## src/rtl/hdub_core_debouncer_pkg.sv

```systemverilog
// Shared types and constants for the board-input debouncer and its relatives.
package hdub_core_debouncer_pkg;

  typedef enum logic [1:0] {
    STABLE_LOW  = 2'd0,
    PEND_HIGH   = 2'd1,
    STABLE_HIGH = 2'd2,
    PEND_LOW    = 2'd3
  } state_t;

  localparam int GLITCH_CNT_W = 8;

endpackage

```

## src/rtl/hdub_core_sync.sv

```systemverilog
// N-flop single-bit synchroniser for asynchronous board inputs, with a
// configurable reset value so the chain starts at the expected idle level.
module hdub_core_sync #(
  parameter int   N         = 2,
  parameter logic RESET_VAL = 1'b0
) (
  input  logic clk,
  input  logic rst,
  input  logic i_d,
  output logic o_q
);

  logic [N-1:0] r_chain;

  always_ff @(posedge clk) begin
    if (rst) r_chain <= {N{RESET_VAL}};
    else     r_chain <= {r_chain[N-2:0], i_d};
  end

  assign o_q = r_chain[N-1];

endmodule

```

## src/rtl/hdub_core_debouncer.sv

```systemverilog
// Synchronises and debounces a raw board input into a clean level with
// one-cycle rise/fall pulses. Optional HDUB_CORE_DEBOUNCER_GLITCH_CNT_EN adds glitch_cnt.
module hdub_core_debouncer
  import hdub_core_debouncer_pkg::*;
#(
  parameter int   SYNC_STAGES   = 2,
  parameter int   STABLE_CYCLES = 16,
  parameter logic RESET_LEVEL   = 1'b0
) (
  input  logic clk,
  input  logic rst,
  input  logic in,
  output logic out,
  output logic rise,
  output logic fall
`ifdef HDUB_CORE_DEBOUNCER_GLITCH_CNT_EN
  ,
  output logic [GLITCH_CNT_W-1:0] glitch_cnt
`endif
);

  localparam int CNT_W = $clog2(STABLE_CYCLES + 1);
  localparam logic [CNT_W-1:0] CNT_LAST = CNT_W'(STABLE_CYCLES - 1);
  localparam logic [CNT_W-1:0] CNT_ONE  = CNT_W'(1);
  localparam state_t RESET_STATE = RESET_LEVEL ? STABLE_HIGH : STABLE_LOW;

  generate
    if (SYNC_STAGES < 2 || SYNC_STAGES > 4)
      $error("hdub_core_debouncer: SYNC_STAGES must be 2..4");
    if (STABLE_CYCLES < 2 || STABLE_CYCLES > (1 << 20))
      $error("hdub_core_debouncer: STABLE_CYCLES must be 2..2^20");
  endgenerate

  logic             w_s;
  state_t           r_state;
  state_t           w_state_nxt;
  logic [CNT_W-1:0] r_cnt;
  logic [CNT_W-1:0] w_cnt_nxt;
  logic             r_out;
  logic             w_out_nxt;
  logic             r_rise;
  logic             w_rise_nxt;
  logic             r_fall;
  logic             w_fall_nxt;
  logic             w_abort;

  hdub_core_sync #(
    .N         (SYNC_STAGES),
    .RESET_VAL (RESET_LEVEL)
  ) u_sync (
    .clk (clk),
    .rst (rst),
    .i_d (in),
    .o_q (w_s)
  );

  always_ff @(posedge clk) begin
    if (rst) begin
      r_state <= RESET_STATE;
      r_cnt   <= '0;
      r_out   <= RESET_LEVEL;
      r_rise  <= 1'b0;
      r_fall  <= 1'b0;
    end else begin
      r_state <= w_state_nxt;
      r_cnt   <= w_cnt_nxt;
      r_out   <= w_out_nxt;
      r_rise  <= w_rise_nxt;
      r_fall  <= w_fall_nxt;
    end
  end

  // Entering a pend counts the first differing sample, so the commit happens
  // on the STABLE_CYCLES-th consecutive differing sample.
  always_comb begin
    w_state_nxt = r_state;
    w_cnt_nxt   = r_cnt;
    w_out_nxt   = r_out;
    w_rise_nxt  = 1'b0;
    w_fall_nxt  = 1'b0;
    w_abort     = 1'b0;
    case (r_state)
      STABLE_LOW: begin
        if (w_s) begin
          w_state_nxt = PEND_HIGH;
          w_cnt_nxt   = CNT_ONE;
        end else begin
          w_cnt_nxt   = '0;
        end
      end
      PEND_HIGH: begin
        if (!w_s) begin
          w_state_nxt = STABLE_LOW;
          w_cnt_nxt   = '0;
          w_abort     = 1'b1;
        end else if (r_cnt == CNT_LAST) begin
          w_state_nxt = STABLE_HIGH;
          w_cnt_nxt   = '0;
          w_out_nxt   = 1'b1;
          w_rise_nxt  = 1'b1;
        end else begin
          w_cnt_nxt   = r_cnt + CNT_ONE;
        end
      end
      STABLE_HIGH: begin
        if (!w_s) begin
          w_state_nxt = PEND_LOW;
          w_cnt_nxt   = CNT_ONE;
        end else begin
          w_cnt_nxt   = '0;
        end
      end
      PEND_LOW: begin
        if (w_s) begin
          w_state_nxt = STABLE_HIGH;
          w_cnt_nxt   = '0;
          w_abort     = 1'b1;
        end else if (r_cnt == CNT_LAST) begin
          w_state_nxt = STABLE_LOW;
          w_cnt_nxt   = '0;
          w_out_nxt   = 1'b0;
          w_fall_nxt  = 1'b1;
        end else begin
          w_cnt_nxt   = r_cnt + CNT_ONE;
        end
      end
      default: begin
        w_state_nxt = RESET_STATE;
        w_cnt_nxt   = '0;
      end
    endcase
  end

  assign out  = r_out;
  assign rise = r_rise;
  assign fall = r_fall;

`ifdef HDUB_CORE_DEBOUNCER_GLITCH_CNT_EN
  logic [GLITCH_CNT_W-1:0] r_glitch_cnt;

  always_ff @(posedge clk) begin
    if (rst)                                  r_glitch_cnt <= '0;
    else if (w_abort && (r_glitch_cnt != '1)) r_glitch_cnt <= r_glitch_cnt + 1'b1;
  end

  assign glitch_cnt = r_glitch_cnt;
`else
  logic w_abort_unused;
  assign w_abort_unused = w_abort;
`endif

endmodule

```

## config.mk

```make
export PLATFORM = sky130hd
export DESIGN_NAME = hdub_core_debouncer
export DESIGN_NICKNAME = d
export VERILOG_FILES = /design/src/rtl/hdub_core_debouncer_pkg.sv /design/src/rtl/hdub_core_sync.sv /design/src/rtl/hdub_core_debouncer.sv
export SDC_FILE = /design/constraint.sdc
export NUM_CORES = 1
export LEC_CHECK = 0
export CAP_MARGIN = 10
export CORE_AREA = 4 4 41 43
export DETAILED_ROUTE_END_ITERATION = 10
export DIE_AREA = 0 0 45 47
export PLACE_DENSITY = 0.54
export SLEW_MARGIN = 15
export SYNTH_ARGS = -nofsm -noshare
export SYNTH_HDL_FRONTEND = slang
export SYNTH_SLANG_ARGS = --single-unit
```

## constraint.sdc

```tcl
create_clock -name clk -period 1.27 [get_ports clk]
set_input_delay 0.1905 -clock clk [delete_from_list [all_inputs] [get_ports clk]]
set_output_delay 0.1905 -clock clk [all_outputs]
set_load 0.05 [all_outputs]
```

# Word level (Yosys, flattened, before mapping)
# Index checks and enable logic that the tools add are counted.
word_totals:
  regBits: 12
  in_bits: 3
  output_inout_bits: 3
  wordCells: 47
op_classes:
  add_sub_neg: 1
  n_eq_ne: 12
  mux: 19
  n_bitwise: 3
  n_reduce_logical: 6
op_table:
  columns: ["operator", "count"]
  rows:
  - ["$pmux 5 s4", 1]
  - ["$mux 5", 3]
  - ["$mux 2", 6]
  - ["$ne 2x2->1 const B", 4]
  - ["$pmux 2 s4", 1]
  - ["$mux 1", 7]
  - ["$reduce_or 3->1", 2]
  - ["$add 5x1->5 const B", 1]
  - ["$eq 5x4->1 const B", 1]
  - ["$reduce_and 5->1", 1]
  - ["$eq 2x2->1 const B", 2]
  - ["$ne 2x1->1 const B", 2]
  - ["$reduce_and 4->1", 1]
  - ["$ne 3x2->1 const B", 1]
  - ["$ne 3x3->1 const B", 1]
  - ["$not 1->1", 3]
  - ["$eq 2x1->1 const B", 1]
  - ["$logic_not 2->1", 1]
  - ["$pmux 1 s2", 1]
  - ["$reduce_bool 2->1", 1]

# Depth between registers and ports, before layout
depth:
  word_depth: 4
  mapped_depth: 4
  mapped_depth_nobuf: 4

# Cells and area by module
# Synthesis repeated with hierarchy kept, for this count alone.
hier_totals:
  cells_unflattened: 45
  area_unflattened_um2: 470.5
by_module_without_submodules:
  columns: ["module", "instances", "cells_each", "area_each_um2", "seq_area_each_um2"]
  rows:
  - ["hdub_core_debouncer", 1, 41, 417.9, 200.2]
  - ["hdub_core_sync", 1, 4, 52.6, 40.0]

# Least setup slack after synthesis
# No wires, ideal clock.
synth_path:
  kind: "reg2reg"
  start: "register r_cnt[0]"
  end: "register r_rise, in the netlist rise"
  setup_time_ps: 87
  arrival_time_ps: 1056
  t_required_ps: 1183
  setup_slack_ps: 126
  stages_incl_launch_ff: 5
  n_path_buf: 0
  synth_period_minus_slack_ps: 1144
  cell_sequence: "dfxtp_1 > ha_1 > and4b_4 > nand2_2 > nor4b_2"
synth_between:
  elab_chain_cells: 2
synth_lines:
  columns: ["element", "line_no", "text"]
  rows:
  - ["start, declared", "hdub_core_debouncer.sv:37", "logic [CNT_W-1:0] r_cnt;"]
  - ["start signal, assigned", "hdub_core_debouncer.sv:66", "r_cnt <= w_cnt_nxt;"]
  - ["$eq 5x4->1", "hdub_core_debouncer.sv:96", "end else if (r_cnt == CNT_LAST) begin"]
  - ["$mux 1", "hdub_core_debouncer.sv:96", null]
  - ["end signal, assigned", "hdub_core_debouncer.sv:68", "r_rise <= w_rise_nxt;"]
  - ["end, declared", "hdub_core_debouncer.sv:41", "logic r_rise;"]
# Every way passes these cells.
# A chain may end at the register's enable or synchronous reset.

# Worst setup path in the final report
layout_path:
  start: "register r_cnt[0]"
  end: "register r_out, in the netlist out"
layout_between:
  elab_chain_cells: 3
  elab_cells_between_ends: 4
  cone_classes: "eq/ne (3); reduce/logical (1)"
layout_lines:
  columns: ["element", "line_no", "text"]
  rows:
  - ["$eq 5x4->1 *", "hdub_core_debouncer.sv:96, hdub_core_debouncer.sv:118", null]
  - ["$ne 2x2->1 (no source line)", null, null]
  - ["$reduce_and 5->1 (no source line) *", null, null]
  - ["end signal, assigned", "hdub_core_debouncer.sv:67", "r_out <= w_out_nxt;"]
  - ["end, declared", "hdub_core_debouncer.sv:39", "logic r_out;"]
# Every way passes the cells marked *; elsewhere a longest branch is shown, timed or not.

==> flow_metrics.tcl <==
set metrics [dict create \
    seq_power_share_pct 52.8 \
    number_of_sinks_on_the_clock_net 12 \
    core_area_mm2 0.00130 \
    min_delay_path_depth 1 \
    drt_wl_total_um 771 \
    power-per-cell-area_mw_per_mm2 1190 \
    syn2layout_area_growth_pct 36.5 \
    place.gp.congestion 0.794 \
    worst_setup_path_end_kind "register" \
    whs_endpoint "u_sync.r_chain[1]" \
    grt_remaining_overflow 0 \
    max_cap_viol_count 0 \
    syn_avg_cell_area_um2 10.6 \
    timing.critical_path.from "r_cnt[0]" \
    yosys_warning_count 0 \
    die_w_um 45 \
    synth.cell_area_um2 455 \
    timing.final.max_slew_violations 0 \
    run_status "completed" \
    grt_total_usage_pct 9.05 \
    synthTopCellsByArea "dfxtp_1 (53%), xnor2_1 (5.8%), and3_1 (4.1%)" \
    antenna_found_initial 0 \
    vias_per_cell 5.22 \
    hold_viol_final 0 \
    busiest_layer "met2" \
    boundaryPins 6 \
    grt_setup_unrepaired "no" \
    timing.rr.end "out" \
    final_layout_size_suffix_gt1_share_pct 27.8 \
    timing.setup.critical_path_class "register to register" \
    detailed_place_hpwl_um 561 \
    synth.yosys.seq_area_share_pct 52.7 \
    ctsLongestPathBuffers 2 \
    rr_worst_depth 4 \
    share_clk_of_total_power_pct 40.4 \
    setup_viol 0 \
    tritoncts "built" \
    die_area_mm2 0.00212 \
    net_count_synth 47 \
    number_of_input_and_output_port_buffers_inserted 5 \
    final.setup_skew_ns 0.00545 \
    clk-insertion-delay-late_ns 0.27 \
    routedWlPerCell_um 11.2 \
    worst_hold_path_type "register to register" \
    met2_track_utilization_from_global_routing_pct 13.0 \
    cts.reportedPaths.clkPinSlew_ns 0.07 \
    critPathMaxFanout 5 \
    n_antenna_cell 0 \
    vias 360 \
    post_synth_inst_count 43 \
    route.antenna.remaining_nets 0 \
    synth_seq_cells 12 \
    worstMarginPinSlew_ns 0.281 \
    final_period_minus_worst_setup_slack_ns 1.18 \
    fraction_of_synthesized_cell_area_taken_by_the_top_area_cell_type_pct 52.7 \
    worst_ir_drop_vdd_v 0.000603 \
    grt_util_met3_pct 2.30 \
    placement.cell_area_um2 573 \
    firstDrtPassIters 4 \
    final_total_negative_setup_slack_ns 0 \
    critical_path.startpoint_type "register" \
    power.static_leakage_nw 0.216 \
    crit-reg2reg-launch "r_cnt[0]" \
    worstPathArrival_ns 1.38 \
    timing.slew.headroom_pct 81.2 \
    hold_start "u_sync.r_chain[0]" \
    power.combinational.fraction_pct 6.8 \
    post-route-drc-count 0 \
    sw_share_pct 21.1 \
    drt-initial-drc-count 5 \
    most_common_cell_after_layout_fill_and_taps_aside "dfxtp_1" \
    p_int_mw 0.585 \
    grt_max_degree 8 \
    synth_largest_area_cell "dfxtp_1" \
    floorplan.die.height_um 47 \
    min_period_over_period_pct 92.7 \
    critical_path_required_ns 1.47 \
    first_global_vias 329 \
    power.switching_mw 0.156 \
    grt_pass1_wl_um 1310 \
    cts_buffers 3 \
    synth.lib_cells_used.distinct 21 \
    cts_htree_levels 1 \
    floorplan.initialDensity_pct 35.0 \
    design.final.nets 59 \
    rows 13 \
    grt_util_met1_pct 10.9 \
    ctsRootBufferMaster "clkbuf_4" \
    rrSetupSlack_ns 0.09 \
    fmax_mhz 850 \
    final_design_area_no_fill_um2 622 \
]
[synthesized netlist by cell type]
master / n
nor3_2: 1
nor2b_1: 2
nor4b_2: 1
nor4_1: 2
clkbuf_1: 1
a21oi_1: 1
ha_1: 1
and3_1: 3
nand2_2: 1
o21a_1: 1
a31oi_1: 1
nand3_1: 3
nand4b_1: 1
o21ai_0: 3
nor3_1: 1
inv_1: 2
xnor2_1: 3
a211oi_1: 1
dfxtp_1: 12
and4b_4: 1
nand4_1: 1
[cell type report]
cell class,count,area (µm²)
Fill cell,132,679
Sequential cell,12,240
Multi-Input combinational cell,28,216
Timing Repair Buffer,8,103
Clock buffer,4,36.3
Tap cell,15,18.8
Inverter,2,7.51
[metrics by stage]
step | worst slack, ns | cells | power (mW) | hold WS (ns) | utilization [%]
2_1_floorplan | 0.126 | 43 | 0.423 | 0.319 | -
3_3_place_gp | 0.0307 | 65 | 0.450 | 0.424 | 44.0
3_5_place_dp | 0.0366 | 65 | 0.450 | 0.427 | 44.0
4_1_cts | 0.0687 | 69 | 0.751 | 0.445 | 46.8
5_1_grt | 0.0107 | 69 | 0.776 | 0.455 | 47.8
6_report | 0.0932 | 69 | 0.741 | 0.439 | 47.8
[critical path, stage by stage, from the launching register on]
cell and delay [ns]:
dfxtp_1 0.39, ha_4 0.17, and4b_4 0.28, nand4_1 0.10, a31oi_1 0.17
[metal layers]
layer	up-vias	share of wire (%)
met5	-	0
met3	5	7.0
li1	179	-
met2	13	40
met1	163	49
met4	0	4.0
[registers in the layout (all words and copies together), names as in the netlist, named ones only]
name and flops:
r_cnt 5, u_sync.r_chain 2, fall 1, out 1, r_state 1, rise 1
[what timing repair did]
item,CTS,global route
setup endpoints to repair,0,2
buffers inserted,0,0
resized for setup,0,2
hold buffers,0,0
[cells by family after synthesis]
family                     Yosys count  share of synthesized area (%)
buffers and inverters                3                           2.47
DFF                                 12                           52.7
AOI/OAI and AO/OA                    7                           9.07
and+or+nand+nor                     17                           27.2
adders and majority gates            1                           2.75
xor gates and xnor gates             3                           5.77
[worst max path at each step]
stage | to | slack (ns)
after floorplan | rise | 0.13
after global placement | r_cnt[1] | 0.03
after detailed placement | r_cnt[3] | 0.04
after CTS | rise | 0.07
after global routing | rise | 0.01
final | out | 0.09
[power groups by stage]
stage	Combinational [mW]	Clock, mW	Sequential [mW]
2_1_floorplan	0.0147	0	0.408
3_3_place_gp	0.0500	0	0.400
3_5_place_dp	0.0501	0	0.400
4_1_cts	0.0503	0.310	0.391
5_1_grt	0.0539	0.329	0.393
6_report	0.0502	0.299	0.392
(Power assumes the default switching activity.)
